`src/rtl/obc_bitserial_acc.sv`:
```
// rtl/obc_bitserial_acc.sv - OBC bit-serial slice sequencer and shift-accumulator.
// Define OBC_ROUND_EN to round and scale dft_out by RND_SH bits (round-half-up).
module obc_bitserial_acc #(
    parameter int DATA_W = 16,
    parameter int ACC_W  = 32,
    parameter int RND_SH = 8
) (
    input  logic                  clk,
    input  logic                  rst,
    input  logic                  in_valid,
    output logic                  in_ready,
    input  logic [16*DATA_W-1:0]  x_in,
    input  logic [ACC_W-1:0]      rom_ofs,
    output logic [15:0]           slice_out,
    output logic                  sign_out,
    input  logic [ACC_W-1:0]      romout,
    output logic                  out_valid,
    input  logic                  out_ready,
    output logic [ACC_W-1:0]      dft_out
);
    localparam logic [1:0] S_IDLE  = 2'd0;
    localparam logic [1:0] S_SHIFT = 2'd1;
    localparam logic [1:0] S_OFS   = 2'd2;
    localparam logic [1:0] S_HOLD  = 2'd3;
    localparam logic [4:0] K_LAST  = 5'(DATA_W - 1);

    if (DATA_W < 2 || DATA_W > 31 || RND_SH < 1 || RND_SH >= ACC_W) begin : g_bad_params
        $error("obc_bitserial_acc: DATA_W or RND_SH out of range");
    end

    logic [1:0]        state_q, state_d;
    logic [ACC_W-1:0]  acc_q, acc_d;
    logic [ACC_W-1:0]  ofs_q, ofs_d;
    logic [4:0]        k_q, k_d;
    logic [15:0]       slice_q, slice_d;
    logic              sign_q, sign_d;
    // MSBs leave straight into slice_q at capture, so only the lower bits are kept
    logic [DATA_W-2:0] smp_q [16];
    logic [DATA_W-2:0] smp_d [16];
    logic              take;

    assign in_ready  = (state_q == S_IDLE) || ((state_q == S_HOLD) && out_ready);
    assign take      = in_valid && in_ready;
    assign out_valid = (state_q == S_HOLD);
    assign slice_out = slice_q;
    assign sign_out  = sign_q;

    always_comb begin
        state_d = state_q;
        acc_d   = acc_q;
        ofs_d   = ofs_q;
        k_d     = k_q;
        slice_d = slice_q;
        sign_d  = sign_q;
        for (int n = 0; n < 16; n++) smp_d[n] = smp_q[n];

        case (state_q)
            S_SHIFT: begin
                acc_d  = (acc_q << 1) + romout;
                k_d    = k_q + 5'd1;
                sign_d = 1'b0;
                for (int n = 0; n < 16; n++) begin
                    slice_d[n] = smp_q[n][DATA_W-2];
                    smp_d[n]   = smp_q[n] << 1;
                end
                if (k_q == K_LAST) begin
                    state_d = S_OFS;
                    slice_d = '0;
                    k_d     = '0;
                end
            end
            S_OFS: begin
                acc_d   = acc_q + ofs_q;
                state_d = S_HOLD;
            end
            S_HOLD: begin
                if (out_ready) state_d = S_IDLE;
            end
            default: ;
        endcase

        // Capture overrides HOLD so a waiting block starts with no bubble
        if (take) begin
            state_d = S_SHIFT;
            acc_d   = '0;
            ofs_d   = rom_ofs;
            k_d     = '0;
            sign_d  = 1'b1;
            for (int n = 0; n < 16; n++) begin
                slice_d[n] = x_in[n*DATA_W + DATA_W - 1];
                smp_d[n]   = x_in[n*DATA_W +: DATA_W-1];
            end
        end
    end

    always_ff @(posedge clk) begin
        if (rst) begin
            state_q <= S_IDLE;
            acc_q   <= '0;
            ofs_q   <= '0;
            k_q     <= '0;
            slice_q <= '0;
            sign_q  <= 1'b0;
            for (int n = 0; n < 16; n++) smp_q[n] <= '0;
        end else begin
            state_q <= state_d;
            acc_q   <= acc_d;
            ofs_q   <= ofs_d;
            k_q     <= k_d;
            slice_q <= slice_d;
            sign_q  <= sign_d;
            for (int n = 0; n < 16; n++) smp_q[n] <= smp_d[n];
        end
    end

`ifdef OBC_ROUND_EN
    localparam logic [ACC_W:0] RND_HALF = (ACC_W+1)'(1) << (RND_SH - 1);
    logic signed [ACC_W:0] rnd_sum;
    // One extra bit keeps the half-LSB add from overflowing before the shift
    assign rnd_sum = $signed({acc_q[ACC_W-1], acc_q}) + $signed(RND_HALF);
    assign dft_out = ACC_W'(rnd_sum >>> RND_SH);
`else
    assign dft_out = acc_q;
`endif
endmodule
```
`config.mk`:
```
export PLATFORM = sky130hd
export DESIGN_NAME = obc_bitserial_acc
export DESIGN_NICKNAME = d
export VERILOG_FILES = /design/src/rtl/obc_bitserial_acc.sv
export SDC_FILE = /design/constraint.sdc
export NUM_CORES = 1
export LEC_CHECK = 0
export CAP_MARGIN = 20
export CORE_UTILIZATION = 45
export CTS_BUF_LIST = sky130_fd_sc_hd__clkbuf_16
export CTS_CLUSTER_DIAMETER = 30
export DETAILED_ROUTE_END_ITERATION = 6
export PLACE_DENSITY = 0.72
export SLEW_MARGIN = 20
export SYNTH_ARGS = -nofsm -noshare
export SYNTH_HDL_FRONTEND = slang
export SYNTH_SLANG_ARGS = --single-unit
```
`constraint.sdc`:
```
create_clock -name clk -period 4.85 [get_ports clk]
set_input_delay 0.97 -clock clk [delete_from_list [all_inputs] [get_ports clk]]
set_output_delay 0.97 -clock clk [all_outputs]
set_load 0.02 [all_outputs]
```
## Word level (Yosys, flattened, before mapping)

Memories as Yosys holds them, arrays and structs flattened.
Cells that the tools add are included.

| word-level totals | value |
|---|---|
| register bits | 88 |
| memory bits (writable) | 240 |
| bits of input ports | 324 |
| logic and storage cells | 78 |
| memories | 1 |

| operators by class | value |
|---|---|
| add/subtract/negate cells | 3 |
| eq/ne operators | 8 |
| muxes and demuxes | 32 |
| bitwise gates (word level) | 16 |
| reductions and logical operators | 11 |

Memories:

| memory | depth | bits a word | rd ports | clocked after memory_dff | write ports | line | RTL |
|---|---|---|---|---|---|---|---|
| smp_q | 16 | 15 | 16 | 0 | 16 | 38 | `logic [DATA_W-2:0] smp_q [16];` |

Operators with widths:

| cell | count |
|---|---|
| 240-bit two-way mux | 2 |
| 15-bit two-way mux | 16 |
| 32-bit adder | 2 |
| 32-bit one-hot mux with 2 select lines | 1 |
| 16-bit two-way mux | 3 |
| 1-bit OR | 16 |
| 1-bit two-way mux | 6 |
| 2-bit one-hot mux with 3 select lines | 1 |
| 3-bit AND reduction | 2 |
| 5-bit by 1-bit adder with 5-bit output (second input constant) | 1 |
| 5-bit by 4-bit == test with 1-bit output (second input constant) | 1 |
| 5-bit two-way mux | 1 |
| 2-bit == test (second input constant) | 2 |
| 2-bit two-way mux | 2 |
| 2-bit nonzero test | 2 |
| 4-bit nonzero test | 1 |
| 3-bit by 1-bit inequality test with 1-bit output (second input constant) | 1 |
| 3-bit inequality test (second input constant) | 1 |
| 3-bit nonzero test | 1 |
| 2-bit by 1-bit == test with 1-bit output (second input constant) | 1 |
| 1-bit logical AND | 2 |
| 2-bit logical NOT | 1 |
| 2-bit by 1-bit inequality test with 1-bit output (second input constant) | 1 |
| 2-bit inequality test (second input constant) | 1 |
| other kinds (2) | 2 |

## Depth between registers and ports, before layout

Gate-level depths: netlist of run 1.

| logic depth | value |
|---|---|
| depth after elaboration | 6 |
| gate-level depth with buffers | 11 |
| gate-level depth less buffers | 11 |

## Worst setup path after synthesis of run 1

OpenSTA, ideal clock, no wires.

| timing | value |
|---|---|
| path type | input port to flip-flop |
| from | input romout[1] |
| to | register acc_q[29], in the netlist dft_out[29] |
| arrival time | 3.025 ns |
| data required time | 4.734 ns |
| setup slack | 1.709 ns |
| stages on the path | 11 |
| buffers on the path | 0 |
| cells stage by stage | ha_1 > inv_1 > fa_1 > nor2b_4 > o31ai_4 > or4b_4 > a21oi_4 > o2111ai_2 > a2111oi_2 > a31oi_1 > o211a_1 |

| between the ends | value |
|---|---|
| word-level cells in the longest chain between the ends | 2 |

Ends and longest elaborated chain:

| element | line | RTL |
|---|---|---|
| start, declared | 16 | `input logic [ACC_W-1:0] romout,` |
| 32-bit adder | 59 | `acc_d = (acc_q << 1) + romout;` |
| 32-bit one-hot mux with 2 select lines | 57 | `case (state_q)` |
| end signal, assigned | 99 | `acc_q <= '0;` |
| end signal, assigned | 107 | `acc_q <= acc_d;` |
| end, declared | 32 | `logic [ACC_W-1:0] acc_q, acc_d;` |

No other way between the ends.
A chain may end at the register's enable or synchronous reset.

## Worst setup path in the final report of run 1

| timing | value |
|---|---|
| from | input out_ready |
| to | output in_ready |

| between the ends | value |
|---|---|
| word-level cells in the longest chain between the ends | 2 |

Ends and longest elaborated chain:

| element | line | RTL |
|---|---|---|
| start, declared | 18 | `input logic out_ready,` |
| 1-bit logical AND | 42 | `assign in_ready = (state_q == S_IDLE) \|\| ((state_q == S_HOLD) && out_ready);` |
| 1-bit logical OR | 42 |  |
| end, declared | 11 | `output logic in_ready,` |

No other way between the ends.

==> results of run 1 <==
## power groups by stage
| stage | combinational, mW | sequential [mW] | clock, mW |
|---|---|---|---|
| 6_report | 6.54 | 4.24 | 5.15 |
| 5_1_grt | 7.17 | 4.34 | 5.38 |
| 4_1_cts | 6.52 | 4.24 | 5.23 |
| 3_5_place_dp | 6.45 | 4.27 | 0 |
| 3_3_place_gp | 6.34 | 4.24 | 0 |
| 2_1_floorplan | 4.66 | 4.26 | 0 |
## metrics by stage
step,hold slack (ns),total power [mW],instance area (sq um),setup slack [ns]
final,0.456,15.9,23800,1.50
after global routing,0.479,16.9,23800,1.40
after CTS,0.459,16.0,23700,1.52
after detailed placement,0.453,10.7,21100,1.03
after global placement,0.447,10.6,21100,1.08
after floorplan,0.440,8.93,17100,1.71
## final timing paths
| kind | cells after the start | slack [ns] | to |
|---|---|---|---|
| min reg2reg | 2 | 0.46 | ofs_q[18]$_SDFFE_PP0P_ |
| max reg2reg | 8 | 1.77 | state_q[0]$_SDFFE_PP0P_ |
| min | 2 | 0.46 | ofs_q[18]$_SDFFE_PP0P_ |
| max | 3 | 1.50 | in_ready |
## per-layer routing
metal / vias to the layer above / wire, microns
li1: 7876 / -
met1: 7371 / 21000
met4: 8 / 1020
met2: 522 / 24000
met3: 84 / 3980
met5: - / 63
## final cells by class
class / instances / area share
tap: 511 / 0.0269
timing repair buffer: 386 / 0.164
multi-input combinational: 1466 / 0.417
antenna: 5 / 0.000527
inverter: 27 / 0.00427
clock buffer: 80 / 0.0843
sequential: 328 / 0.276
clock inverter: 65 / 0.0265
## worst max-delay path: cells and delay by family
family                 cells  cell delay, ns
AO/OA/AOI/OAI              1            0.20
buffers and inverters      2            1.20
## synth_stat cells (all sizes together), types with 11 or more instances
library cell	count
xnor2	28
nor2	307
o21ai	59
nor3	26
dfxtp	328
inv	25
clkbuf	132
a211oi	240
a21o	22
buf	21
ha	66
nand3	32
nand4	11
a221oi	21
mux2i	237
xor2	16
nand2	132
a21oi	136
## state kept, by name, indices dropped and copies added (netlist names)
name and flops:
dft_out 32, k_q 5, ofs_q 32, sign_out 1, slice_out 16, smp_q 240, state_q 2
## kinds of logic after synthesis
family / Yosys count / share of synthesized area
adders and majority gates: 68 / 0.0506
AOI/OAI and AO/OA: 554 / 0.225
buffers and inverters: 180 / 0.0395
DFF: 328 / 0.384
xor gates and xnor gates: 44 / 0.0225
and+or+nand+nor: 563 / 0.140
muxes: 237 / 0.139
==> results.py, run 1 <==
metrics = {
    "outcome": {
        "status": "completed",
    },
    "clock_tree": {
        "clk_pin_slew_ns": 0.04,
        "htreeDepth": 3,
        "clkSinkCount": 328,
        "cts_made_buffers": 79,
        "cts_tree": "done",
        "hold_buffers": 0,
        "ctsResizeCount": 0,
        "clockBufferDepth": 3,
        "postCtsSetupRepairBufs": 0,
        "clock_latency_ns": 0.58,
        "cts_root_buf": "clkbuf_16",
    },
    "yosys": {
        "synth_edf_count": 0,
        "seq_area_frac_synth": 0.384,
        "synth_area_per_cell_sq_um": 8.67,
        "synth_ff_type": "dfxtp_1",
        "ys_seq_elements": 328,
        "synth.distinct_cells": 72,
        "synth.largest_area_cell": "dfxtp_1",
        "synth_warnings": 0,
        "syn_area_sq_um": 17100,
        "synthTopCellsByArea": "dfxtp_1 38%, mux2i_1 14%, a211oi_1 10%",
        "synth_top_area_share": 0.384,
        "synth_nets": 2366,
        "async_reset_ff_frac": 0,
        "postSynthCellCount": 1974,
    },
    "routing": {
        "remaining_drc_errors": 0,
        "wl_microns": 50100,
        "antenna_left": 0,
        "first_pass_iters": 7,
        "wl_per_cell_microns": 17.5,
        "vias_per_cell": 5.53,
        "drtIter0Drc": 936,
        "vias": 15900,
    },
    "die": {
        "die_w_microns": 197,
        "start_util": 0.456,
        "dieArea_sq_um": 38800,
        "num_rows": 71,
        "num_io_pins": 375,
        "die_h_microns": 197,
        "core_sq_um": 37600,
    },
    "final_layout": {
        "drive_gt1_frac": 0.0697,
        "syn_to_final_growth_pct": 38.8,
        "final_cell_mix": "373 x clkdlybuf4s50_1, 328 x dfxtp_1, 307 x nor2_1",
        "fill_cells": 3143,
        "layout_commonest_cell": "clkdlybuf4s50_1",
        "multiInputGateArea_sq_um": 9920,
        "final_util": 0.632,
        "seq_area_sq_um": 6570,
        "stdcell_count": 2868,
        "nets": 2680,
    },
    "global_routing": {
        "met2_usage": 0.431,
        "met1_usage": 0.302,
        "first_global_vias": 15500,
        "grt_max_degree": 243,
        "grt_antenna_before_repair": 7,
        "grt_busiest_layer": "met2",
        "gr-total-overflow": 0,
        "grt_use_met3": 0.0734,
        "grt_pass1_wl_microns": 79300,
        "track_usage": 0.253,
    },
    "sta": {
        "finalHoldViolCount": 0,
        "worstMarginPinSlew_ns": 1.06,
        "slew_headroom": 0.294,
        "skew_ns": 0.0204,
        "rsz0062_at_grt": "false",
        "fin_crit_sh": 0.690,
        "final-setup-viol-count": 0,
        "max_freq_mhz": 299,
        "min_period_ns": 3.35,
        "fin_setup_tns_ns": 0,
        "maxSlewViolCount": 0,
    },
    "place": {
        "place.gp.congestion": 0.937,
        "io_buffers": 374,
        "dp.cells": 2718,
        "place_hpwl_microns": 34100,
    },
    "worst_setup_path": {
        "critPathMaxFanout": 3,
        "endpoint_kind": "primary output",
        "crit_top_cell": "clkdlybuf4s50_1",
        "setup.worst_path.start_class": "input pin",
        "r2r_start": "state_q[1]$_SDFFE_PP0P_",
        "path_cells": "clkdlybuf4s50_1 > a21o_1 > clkdlybuf4s50_1",
        "worstPathArrival_ns": 2.38,
        "startpoint": "out_ready",
        "slowest_stage": "clkdlybuf4s50_1",
        "critical_path_class": "input pin to primary output",
        "cp_slowest_stage_delay_ns": 0.70,
        "critPathRequiredTime_ns": 3.88,
    },
    "hold_path": {
        "worst_hold_startpoint": "ofs_q[18]$_SDFFE_PP0P_",
        "hold_class": "flop to flop",
    },
    "pwr": {
        "leakage_nw": 9.19,
        "p_per_area_nw_per_um2": 671,
        "seqPwrFrac": 0.266,
        "p_int_mw": 9.91,
        "clockPowerShare": 0.323,
        "ir_worst_vdd_mv": 0.611,
        "p_comb_frac": 0.411,
        "switching_share": 0.378,
        "p_switching_mw": 6.02,
    },
    "flow_run": {
        "max_cap_viol_count": 0,
    },
}
No activity file was read; power rests on OpenSTA's default activity.
==> inputs of run 2 (changes only) <==
- clock period: 4.85 -> 3.1 ns (I/O delays scaled with it)
==> results.py, run 2 (synthesis gave the netlist of run 1 again) <==
metrics = {
    "pwr": {
        "p_per_area_nw_per_um2": 1040,
        "leakage_nw": 9.39,
        "p_int_mw": 15.7,
        "clockPowerShare": 0.307,
        "total_power_mw": 25.0,
        "ir_worst_vdd_mv": 0.659,
        "p_switching_mw": 9.34,
        "p_comb_frac": 0.428,
        "seqPwrFrac": 0.265,
        "switching_share": 0.373,
    },
    "place": {
        "place.gp.congestion": 0.936,
        "place_hpwl_microns": 35200,
        "placed_area_sq_um": 21600,
        "io_buffers": 374,
    },
    "sta": {
        "rsz0062_at_grt": "false",
        "max_freq_mhz": 340,
        "finalHoldViolCount": 0,
        "holdWs_ns": 0.312,
        "slew_headroom": 0.343,
        "fin_crit_sh": 0.948,
        "min_period_ns": 2.94,
        "maxSlewViolCount": 0,
        "final-setup-viol-count": 0,
        "fin_setup_tns_ns": 0,
        "worstMarginPinSlew_ns": 0.986,
        "skew_ns": 0.0244,
    },
    "routing": {
        "remaining_drc_errors": 0,
        "first_pass_iters": 5,
        "antenna_left": 0,
        "vias_per_cell": 5.49,
        "wl_microns": 50200,
        "wl_per_cell_microns": 17.3,
        "vias": 15900,
        "drtIter0Drc": 785,
    },
    "final_layout": {
        "syn_to_final_growth_pct": 40.7,
        "final_util": 0.641,
        "largest_reg_flops": 240,
        "nets": 2720,
        "largest_register": "smp_q",
        "fin_area_sq_um": 24100,
        "final_cell_mix": "373 x clkdlybuf4s50_1, 328 x dfxtp_1, 307 x nor2_1",
        "fill_cells": 3162,
        "layout_commonest_cell": "clkdlybuf4s50_1",
        "drive_gt1_frac": 0.0859,
    },
    "clock_tree": {
        "clock_latency_ns": 0.58,
        "hold_buffers": 0,
        "ctsResizeCount": 0,
        "clkSinkCount": 328,
        "htreeDepth": 3,
        "cts_root_buf": "clkbuf_16",
        "postCtsSetupRepairBufs": 0,
        "cts_made_buffers": 75,
        "clk_pin_slew_ns": 0.05,
        "cts_tree": "done",
        "clockBufferDepth": 3,
    },
    "worst_setup_path": {
        "worstPathArrival_ns": 3.38,
        "r2r_slack_ns": 0.16,
        "setup.worst_path.start_class": "flop",
        "critical_path_class": "flop to flop",
        "critPathRequiredTime_ns": 3.54,
        "endpoint_kind": "flop",
        "critPathMaxFanout": 5,
    },
    "die": {
        "dieArea_sq_um": 38800,
        "num_rows": 71,
        "die_h_microns": 197,
        "num_io_pins": 375,
        "core_sq_um": 37600,
        "die_w_microns": 197,
        "start_util": 0.456,
    },
    "global_routing": {
        "grt_antenna_before_repair": 7,
        "grt_pass1_wl_microns": 79000,
        "first_global_vias": 15500,
        "track_usage": 0.252,
        "gr-total-overflow": 0,
        "grt_max_degree": 184,
    },
    "hold_path": {
        "hold_class": "input pin to flop",
    },
    "flow_run": {
        "max_cap_viol_count": 0,
    },
    "outcome": {
        "status": "completed",
    },
}
## run 2: changes by cell type in the layout (fill, tap and decap cells not counted), sizes merged
cell      previous run  this run
buf                 13        57
clkbuf              80        77
clkinv              35        33
clkinvlp             7         8
diode                5         3
inv                 41        36
## run 2: cell type report
| class | count | area (sq um) | area share |
|---|---|---|---|
| diodes | 3 | 7.51 | 0.000312 |
| clock buffers | 77 | 1930 | 0.0800 |
| clock inverters | 59 | 566 | 0.0235 |
| inverters | 27 | 101 | 0.00421 |
| multi-input cells | 1466 | 9920 | 0.412 |
| flip-flops and latches | 328 | 6570 | 0.273 |
| well taps | 511 | 639 | 0.0265 |
| repair buffers | 430 | 4360 | 0.181 |
## run 2: worst paths after layout
kind | from | endpoint | depth (start not counted)
min reg2reg | ofs_q[16]$_SDFFE_PP0P_ | ofs_q[16]$_SDFFE_PP0P_ | 2
max reg2reg | dft_out[0]$_SDFFE_PP0N_ | dft_out[30]$_SDFFE_PP0N_ | 10
max | dft_out[0]$_SDFFE_PP0N_ | dft_out[30]$_SDFFE_PP0N_ | 10
min | rst | ofs_q[24]$_SDFFE_PP0P_ | 2
## run 2: routing by layer
| metal | global-route usage | up-vias | share of wire |
|---|---|---|---|
| met5 | 0 | - | 0.00090 |
| met4 | 0.0970 | 6 | 0.027 |
| met3 | 0.0683 | 99 | 0.067 |
| met2 | 0.428 | 452 | 0.48 |
| met1 | 0.301 | 7415 | 0.43 |
| li1 | - | 7955 | - |
## run 2: critical path: stages (launching register included)
cell and delay (ns):
dfxtp_1 0.34, ha_1 0.25, fa_1 0.40, a21oi_1 0.24, nor2_1 0.13, o211ai_2 0.27, a21oi_1 0.17, o21ai_2 0.31
o31ai_1 0.18, a311oi_1 0.43, a211oi_2 0.08
## run 2: through the flow
step | setup slack [ns] | std cells
after CTS | 0.189 | 2898
after global placement | -0.299 | 2762
after floorplan | 0.309 | 1974
after global routing | 0.0424 | 2901
after detailed placement | -0.338 | 2762
final | 0.162 | 2901
## run 2: power groups by stage
stage               registers (mW)  logic [mW]  clock network, mW
finish                        6.64        10.7               7.68
global route                  6.80        11.7               8.04
CTS                           6.64        10.7               7.81
detailed placement            6.69        10.6                  0
global placement              6.64        10.4                  0
floorplan                     6.67        7.29                  0
